[src/rtl/stream_tx_scheduler_if.sv]
// Request/read/transmit bundle between the packet sources and the TX scheduler.
// The scheduler takes the slave view; sources and link monitors take the master view.
interface stream_tx_scheduler_if #(
    parameter int NUM_REQ = 4
);
    logic [NUM_REQ-1:0]    Req;
    logic [NUM_REQ*12-1:0] ReqLength;
    logic [NUM_REQ*12-1:0] ReqAddress;
    logic [NUM_REQ*32-1:0] SrcData;
    logic [NUM_REQ-1:0]    Grant;
    logic [NUM_REQ-1:0]    RdEn;
    logic [31:0]           TxData;
    logic                  TxCharIsK;
    logic                  Busy;
    logic [15:0]           PacketCount;

    modport master (
        output Req, ReqLength, ReqAddress, SrcData,
        input  Grant, RdEn, TxData, TxCharIsK, Busy, PacketCount
    );

    modport slave (
        input  Req, ReqLength, ReqAddress, SrcData,
        output Grant, RdEn, TxData, TxCharIsK, Busy, PacketCount
    );
endinterface

[src/rtl/stream_tx_scheduler.sv]
// Round-robin TX packet scheduler: K28.2 header, payload from the granted source,
// XOR checksum trailer, then a minimum run of K28.5 idle words before the next grant.
module stream_tx_scheduler #(
    parameter int         NUM_REQ     = 4,
    parameter logic [7:0] KSTART      = 8'h5C,
    parameter logic [7:0] KIDLE       = 8'hBC,
    parameter int         IDLE_GAP    = 2,
    parameter int         MAX_PAYLOAD = 4093
) (
    input logic                Clock,
    input logic                Reset,
    stream_tx_scheduler_if.slave bus
);
    localparam int          PW        = (NUM_REQ > 1) ? $clog2(NUM_REQ) : 1;
    localparam logic [11:0] MAX_LEN   = 12'(MAX_PAYLOAD);
    localparam logic [11:0] GAP_LOAD  = 12'(IDLE_GAP - 1);
    localparam logic [31:0] IDLE_WORD = {24'h000000, KIDLE};

    typedef enum logic [2:0] {
        ST_IDLE = 3'd0,
        ST_HDR  = 3'd1,
        ST_DATA = 3'd2,
        ST_TRL  = 3'd3,
        ST_GAP  = 3'd4
    } state_t;

    state_t              state_r, state_s;
    logic [NUM_REQ-1:0]  grant_r, grant_s, rden_r, rden_s, onehot_s;
    logic [31:0]         tx_data_r, tx_data_s, csum_r, csum_s, src_word_s;
    logic                tx_k_r, tx_k_s, busy_r, busy_s, found_s;
    logic [15:0]         pkt_cnt_r, pkt_cnt_s;
    logic [PW-1:0]       ptr_r, ptr_s, gidx_r, gidx_s, win_s;
    logic [11:0]         pc_r, pc_s, addr_r, addr_s, win_pc_s;
    logic [11:0]         rd_cnt_r, rd_cnt_s, word_cnt_r, word_cnt_s, gap_cnt_r, gap_cnt_s;
    logic [11:0]         len_a [NUM_REQ];
    logic [11:0]         adr_a [NUM_REQ];
    logic [31:0]         dat_a [NUM_REQ];

    for (genvar gi = 0; gi < NUM_REQ; gi++) begin : g_unpack
        assign len_a[gi] = bus.ReqLength[12*gi+11 -: 12];
        assign adr_a[gi] = bus.ReqAddress[12*gi+11 -: 12];
        assign dat_a[gi] = bus.SrcData[32*gi+31 -: 32];
    end

    // Cyclic first-hit search starting at the round-robin pointer.
    always_comb begin
        logic [PW-1:0] idx_v;
        logic          hit_v;
        found_s = 1'b0;
        win_s   = {PW{1'b0}};
        idx_v   = {PW{1'b0}};
        hit_v   = 1'b0;
        for (int i = 0; i < NUM_REQ; i++) begin
            idx_v   = PW'((int'(ptr_r) + i) % NUM_REQ);
            hit_v   = ~found_s & bus.Req[idx_v];
            win_s   = hit_v ? idx_v : win_s;
            found_s = found_s | hit_v;
        end
        win_pc_s   = (len_a[win_s] > MAX_LEN) ? MAX_LEN : len_a[win_s];
        onehot_s   = {{(NUM_REQ-1){1'b0}}, 1'b1} << win_s;
        src_word_s = dat_a[gidx_r];
    end

    // Next-state and next-output logic for the framing FSM.
    always_comb begin
        state_s    = state_r;
        grant_s    = grant_r;
        rden_s     = rden_r;
        tx_data_s  = tx_data_r;
        tx_k_s     = tx_k_r;
        busy_s     = busy_r;
        pkt_cnt_s  = pkt_cnt_r;
        ptr_s      = ptr_r;
        gidx_s     = gidx_r;
        pc_s       = pc_r;
        addr_s     = addr_r;
        csum_s     = csum_r;
        rd_cnt_s   = rd_cnt_r;
        word_cnt_s = word_cnt_r;
        gap_cnt_s  = gap_cnt_r;

        // Read strobes run one cycle ahead of the payload on their own count.
        if (rden_r != {NUM_REQ{1'b0}} && rd_cnt_r == pc_r) begin
            rden_s = {NUM_REQ{1'b0}};
        end else if (rden_r != {NUM_REQ{1'b0}}) begin
            rd_cnt_s = rd_cnt_r + 12'd1;
        end else begin
            rd_cnt_s = rd_cnt_r;
        end

        case (state_r)
            ST_IDLE: begin
                tx_data_s = IDLE_WORD;
                tx_k_s    = 1'b1;
                grant_s   = {NUM_REQ{1'b0}};
                rden_s    = {NUM_REQ{1'b0}};
                busy_s    = 1'b0;
                if (found_s) begin
                    grant_s  = onehot_s;
                    rden_s   = (win_pc_s != 12'd0) ? onehot_s : {NUM_REQ{1'b0}};
                    rd_cnt_s = 12'd1;
                    busy_s   = 1'b1;
                    ptr_s    = PW'((int'(win_s) + 1) % NUM_REQ);
                    gidx_s   = win_s;
                    pc_s     = win_pc_s;
                    addr_s   = adr_a[win_s];
                    csum_s   = 32'h0000_0000;
                    state_s  = ST_HDR;
                end else begin
                    state_s  = ST_IDLE;
                end
            end
            ST_HDR: begin
                tx_data_s  = {pc_r + 12'd2, addr_r, KSTART};
                tx_k_s     = 1'b1;
                word_cnt_s = 12'd0;
                state_s    = (pc_r == 12'd0) ? ST_TRL : ST_DATA;
            end
            ST_DATA: begin
                tx_data_s  = src_word_s;
                tx_k_s     = 1'b0;
                csum_s     = csum_r ^ src_word_s;
                word_cnt_s = word_cnt_r + 12'd1;
                state_s    = (word_cnt_r == pc_r - 12'd1) ? ST_TRL : ST_DATA;
            end
            ST_TRL: begin
                tx_data_s = csum_r;
                tx_k_s    = 1'b0;
                pkt_cnt_s = pkt_cnt_r + 16'd1;
                gap_cnt_s = GAP_LOAD;
                state_s   = (IDLE_GAP <= 1) ? ST_IDLE : ST_GAP;
            end
            ST_GAP: begin
                tx_data_s = IDLE_WORD;
                tx_k_s    = 1'b1;
                grant_s   = {NUM_REQ{1'b0}};
                busy_s    = 1'b0;
                if (gap_cnt_r <= 12'd1) begin
                    state_s = ST_IDLE;
                end else begin
                    gap_cnt_s = gap_cnt_r - 12'd1;
                    state_s   = ST_GAP;
                end
            end
            default: begin
                tx_data_s = IDLE_WORD;
                tx_k_s    = 1'b1;
                grant_s   = {NUM_REQ{1'b0}};
                rden_s    = {NUM_REQ{1'b0}};
                busy_s    = 1'b0;
                state_s   = ST_IDLE;
            end
        endcase
    end

    // FSM state register.
    always_ff @(posedge Clock) begin
        if (Reset) begin
            state_r <= ST_IDLE;
        end else begin
            state_r <= state_s;
        end
    end

    // Output and datapath registers; reset truncates any packet in flight.
    always_ff @(posedge Clock) begin
        if (Reset) begin
            grant_r    <= {NUM_REQ{1'b0}};
            rden_r     <= {NUM_REQ{1'b0}};
            tx_data_r  <= IDLE_WORD;
            tx_k_r     <= 1'b1;
            busy_r     <= 1'b0;
            pkt_cnt_r  <= 16'd0;
            ptr_r      <= {PW{1'b0}};
            gidx_r     <= {PW{1'b0}};
            pc_r       <= 12'd0;
            addr_r     <= 12'd0;
            csum_r     <= 32'h0000_0000;
            rd_cnt_r   <= 12'd0;
            word_cnt_r <= 12'd0;
            gap_cnt_r  <= 12'd0;
        end else begin
            grant_r    <= grant_s;
            rden_r     <= rden_s;
            tx_data_r  <= tx_data_s;
            tx_k_r     <= tx_k_s;
            busy_r     <= busy_s;
            pkt_cnt_r  <= pkt_cnt_s;
            ptr_r      <= ptr_s;
            gidx_r     <= gidx_s;
            pc_r       <= pc_s;
            addr_r     <= addr_s;
            csum_r     <= csum_s;
            rd_cnt_r   <= rd_cnt_s;
            word_cnt_r <= word_cnt_s;
            gap_cnt_r  <= gap_cnt_s;
        end
    end

    assign bus.Grant       = grant_r;
    assign bus.RdEn        = rden_r;
    assign bus.TxData      = tx_data_r;
    assign bus.TxCharIsK   = tx_k_r;
    assign bus.Busy        = busy_r;
    assign bus.PacketCount = pkt_cnt_r;
endmodule

[src/flat_wrapper.sv]
// flat-port wrapper written by rule: the top's interface ports become plain ports
module stream_tx_scheduler_flat 
#(
    parameter int         NUM_REQ     = 4,
    parameter logic [7:0] KSTART      = 8'h5C,
    parameter logic [7:0] KIDLE       = 8'hBC,
    parameter int         IDLE_GAP    = 2,
    parameter int         MAX_PAYLOAD = 4093
)
  (Clock, Reset, bus_Req, bus_ReqLength, bus_ReqAddress, bus_SrcData, bus_Grant, bus_RdEn, bus_TxData, bus_TxCharIsK, bus_Busy, bus_PacketCount);
  stream_tx_scheduler_if #(.NUM_REQ(NUM_REQ)) bus_i ();
  input logic Clock;
  input logic Reset;
  input wire logic [$bits(bus_i.Req)-1:0] bus_Req;
  input wire logic [$bits(bus_i.ReqLength)-1:0] bus_ReqLength;
  input wire logic [$bits(bus_i.ReqAddress)-1:0] bus_ReqAddress;
  input wire logic [$bits(bus_i.SrcData)-1:0] bus_SrcData;
  output wire logic [$bits(bus_i.Grant)-1:0] bus_Grant;
  output wire logic [$bits(bus_i.RdEn)-1:0] bus_RdEn;
  output wire logic [$bits(bus_i.TxData)-1:0] bus_TxData;
  output wire logic [$bits(bus_i.TxCharIsK)-1:0] bus_TxCharIsK;
  output wire logic [$bits(bus_i.Busy)-1:0] bus_Busy;
  output wire logic [$bits(bus_i.PacketCount)-1:0] bus_PacketCount;
  assign bus_i.Req = bus_Req;
  assign bus_i.ReqLength = bus_ReqLength;
  assign bus_i.ReqAddress = bus_ReqAddress;
  assign bus_i.SrcData = bus_SrcData;
  assign bus_Grant = bus_i.Grant;
  assign bus_RdEn = bus_i.RdEn;
  assign bus_TxData = bus_i.TxData;
  assign bus_TxCharIsK = bus_i.TxCharIsK;
  assign bus_Busy = bus_i.Busy;
  assign bus_PacketCount = bus_i.PacketCount;
  stream_tx_scheduler #(.NUM_REQ(NUM_REQ), .KSTART(KSTART), .KIDLE(KIDLE), .IDLE_GAP(IDLE_GAP), .MAX_PAYLOAD(MAX_PAYLOAD)) u_core (.Clock(Clock), .Reset(Reset), .bus(bus_i));
endmodule
[config.mk]
export PLATFORM = sky130hd
export DESIGN_NAME = stream_tx_scheduler_flat
export DESIGN_NICKNAME = d
export VERILOG_FILES = /design/src/rtl/stream_tx_scheduler_if.sv /design/src/rtl/stream_tx_scheduler.sv /design/src/flat_wrapper.sv
export SDC_FILE = /design/constraint.sdc
export NUM_CORES = 1
export LEC_CHECK = 0
export BUFFER_PORTS_ARGS = -buffer_cell sky130_fd_sc_hd__buf_2
export CAP_MARGIN = 20
export CELL_PAD_IN_SITES_DETAIL_PLACEMENT = 1
export CELL_PAD_IN_SITES_GLOBAL_PLACEMENT = 2
export CORE_ASPECT_RATIO = 1.5
export CORE_MARGIN = 5
export CORE_UTILIZATION = 29
export CTS_BUF_LIST = sky130_fd_sc_hd__clkbuf_4 sky130_fd_sc_hd__clkbuf_8 sky130_fd_sc_hd__clkbuf_16
export DETAILED_ROUTE_END_ITERATION = 7
export GPL_TIMING_DRIVEN = 1
export PLACE_DENSITY = 0.89
export SLEW_MARGIN = 20
export SYNTH_ARGS = -nofsm -noshare
export SYNTH_HDL_FRONTEND = slang
export SYNTH_SLANG_ARGS = --single-unit
[constraint.sdc]
create_clock -name Clock -period 3.4 [get_ports Clock]
set_input_delay 1.02 -clock Clock [delete_from_list [all_inputs] [get_ports Clock]]
set_output_delay 1.02 -clock Clock [all_outputs]
set_load 0.05 [all_outputs]
==> run metrics <==
status=finished clean; Storage cell area=0.00315 mm²; clk_skew=0.00863 ns; slowest cell on the critical path=a211o_1; Cell Chain, Critical Path=buf_2 -> nor2b_1 -> a211o_1 -> nand2_1 -> clkinv_1 -> a32oi_1 -> buf_4 -> nand4_1 -> a32oi_1 -> o21ai_0; I/O pin count=288; Detail Placement HPWL=26200 µm; DR vias/cell=5.17; DRT iter0 DRCs=339; Placed Area=0.0109 mm²; Fmax=340 MHz; RSZ-0062 raised after global routing=no; most frequent CP cell=a32oi_1; Die Y=226 µm; CP max stage delay=0.45 ns; vias in the first global route=10047; hold_ws=0.455 ns; pin count of the biggest net entering global routing=45; max cap viols=0; Synth area leaders=dfxtp_1 (35%), nand2_1 (8.5%), mux4_2 (8.0%), nand3_1 (6.4%), a21oi_1 (5.9%); gr usage total=0.189; synth warn=0; Yosys reg bits=157; CTS Sinks=157; Max VDD drop=0.319 mV; buffers and inverters on the worst path=3; cts repair resizes=0; worst skew pair latency=0.44 ns; die area=0.0348 mm²; Overflow after GRT=0; Core Util, Final=0.373; # hold bufs at CTS=0; Syn Std Cell Area=0.00903 mm²; Max H-tree Level=4; Slew Viols, Final=0; Post-synth EDFFs=0; fin area=0.0115 mm²; setup tns final=0 ns; # setup viols final=0; clk slew on worst S/H paths=0.06 ns; fin crit period=2.94 ns; nets=1612; Port-buffer cells=287; Crit path max-delay family=compound AO/OA/AOI/OAI gates; asr flop ratio synth=0; PwrDens=639 mW/mm²; Starting Density=0.292; Hold/Removal Path Class=reg2reg; kind of critical path=in2reg; antenna violations before repair=2; Post-CTS Setup Bufs=0; crit path max fanout=13; Unique masters post-synth=58; share of cells above drive strength 1=0.331; Post-Syn Nets=1359; antenna-violating nets left=0; Most used DFF post-synth=dfxtp_1; Mapped Cells=1116; Core ar.=0.0309 mm²; FP Rows=79; via count=9252; DR WL/cell=18.8 µm; Slew HR=0.315; worst slew pin tran=1.03 ns; Pre-antenna DRT Iters=5; Leak=4.61 nW; Setup crit start kind=input pin; CTS tree=built; Post-route DRC=0; area of the multi-input gates=0.00549 mm²; Final Power=7.37 mW; syn avg cell area=8.09 µm²; Area Growth Syn to Fin=27.6%; first-pass GRT wire length=52800 µm; Yosys top cell area share=0.348; Routed WL=33600 µm; Tcrit/Tclk final=0.865; Critical Path End Type=flip-flop; die width=154 µm; hold violation count in the final report=0; CP Data Arrival Time=3.26 ns; placer congestion estimate=0.887; Crit path required time=3.71 ns; sequential share of the synthesized area=0.348; clock root buffer=clkbuf_16; cts bufs inserted=17; Fillers=3805; Bufs on Longest Clock Path=2; cell taking the most area after synthesis=dfxtp_1
final timing paths:
check,startpoint,endpoint,slack [ns],cells past startpoint
setup / recovery,bus_Req[2],u_core.pc_r[1],0.46,10
hold / removal,u_core.addr_r[9],u_core.addr_r[9],0.45,2
setup reg to reg,u_core.gap_cnt_r[4],u_core.gap_cnt_r[7],0.84,7
hold reg to reg,u_core.addr_r[9],u_core.addr_r[9],0.45,2
layer usage:
layer / global-route usage / routed length (µm) / vias to the layer above
met5: 0 / 0 / -
met4: 0.0792 / 1140 / 0
met3: 0.0318 / 1200 / 63
met2: 0.356 / 18300 / 204
met1: 0.206 / 13000 / 4530
li1: - / - / 4455
stage by stage:
stage               worst slack (ns)  cells
floorplan                      0.362   1116
global placement               0.116   1755
detailed placement           0.00979   1755
CTS                            0.476   1787
global route                   0.203   1788
finish                         0.458   1788
registers in the layout (all words and copies together), names as in the netlist:
| name | flops |
|---|---|
| u_core.bus.Busy | 1 |
| u_core.word_cnt_r | 12 |
| u_core.bus.PacketCount | 16 |
| u_core.rd_cnt_r | 12 |
| u_core.bus.TxData | 32 |
| u_core.pc_r | 12 |
| u_core.state_r | 3 |
| u_core.gap_cnt_r | 12 |
| u_core.addr_r | 12 |
| u_core.gidx_r | 2 |
| u_core.bus.TxCharIsK | 1 |
| u_core.ptr_r | 2 |
| u_core.csum_r | 32 |
| u_core.bus.RdEn | 4 |
| u_core.bus.Grant | 4 |
layout make-up:
type                            instances  share of cell area
Antenna cell                            1            0.000217
Clock inverter                         14              0.0139
Timing Repair Buffer                  323               0.152
Clock buffer                           18              0.0381
Inverter                               10             0.00326
Multi-Input combinational cell        860               0.476
Sequential cell                       157               0.273
Tap cell                              405              0.0440
tightest hold or removal path: stages, from the launching register on:
cell	delay (ns)
dfxtp_1	0.31
nand2_1	0.05
a21oi_1	0.05
layout by cell type (no fill, tap or decap), drive strengths merged, types with 12 or more instances in the layout:
| cell | count |
|---|---|
| dfxtp | 157 |
| inv | 12 |
| nor2 | 63 |
| nand4 | 17 |
| ha | 13 |
| mux2 | 14 |
| nand3 | 116 |
| nand2 | 205 |
| nor3 | 15 |
| o21ai | 19 |
| buf | 323 |
| clkbuf | 18 |
| a32oi | 12 |
| a21oi | 108 |
| mux4 | 32 |
| xor2 | 31 |
| xnor2 | 35 |
| nor4 | 23 |
| or2 | 38 |
| nor3b | 12 |
Yosys cell counts, types with 2 or more instances:
| master | number |
|---|---|
| ha_1 | 13 |
| o2111ai_1 | 2 |
| buf_1 | 12 |
| xor2_1 | 31 |
| a211oi_1 | 4 |
| mux2_2 | 14 |
| nand2_1 | 205 |
| clkbuf_1 | 62 |
| a22oi_1 | 2 |
| nand3_1 | 115 |
| nor2b_1 | 11 |
| and4_1 | 2 |
| nor4_1 | 23 |
| o21ai_0 | 19 |
| a22o_1 | 4 |
| buf_2 | 10 |
| a21bo_1 | 5 |
| buf_6 | 4 |
| a32oi_1 | 11 |
| inv_1 | 8 |
| or3_1 | 10 |
| a211o_1 | 3 |
| a21bo_2 | 6 |
| nand4_1 | 16 |
| xnor2_1 | 35 |
| dfxtp_1 | 157 |
| mux2i_1 | 4 |
| or2_2 | 38 |
| nor2_1 | 63 |
| or4_1 | 4 |
| mux4_2 | 32 |
| nand2b_1 | 6 |
| a21o_1 | 2 |
| and3_1 | 11 |
| a32o_1 | 4 |
| clkinv_1 | 2 |
| o211ai_1 | 4 |
| nor3b_1 | 12 |
| a221oi_1 | 11 |
| nor3_1 | 15 |
| a21oi_1 | 107 |
cell families after synthesis:
| logic type | Yosys count | synth area share |
|---|---|---|
| compound gates | 193 | 0.136 |
| xor+xnor | 66 | 0.0640 |
| fa+ha+maj | 13 | 0.0180 |
| buf+inv | 99 | 0.0463 |
| flops | 157 | 0.348 |
| mux | 50 | 0.102 |
| simple gates | 538 | 0.286 |
power breakdown:
part	leakage [nW]	internal (mW)	switching (mW)
Clock	0.285	1.11	0.846
Combinational	3.05	1.21	1.76
Sequential	1.28	2.08	0.356
No activity file was read; power rests on OpenSTA's default activity.
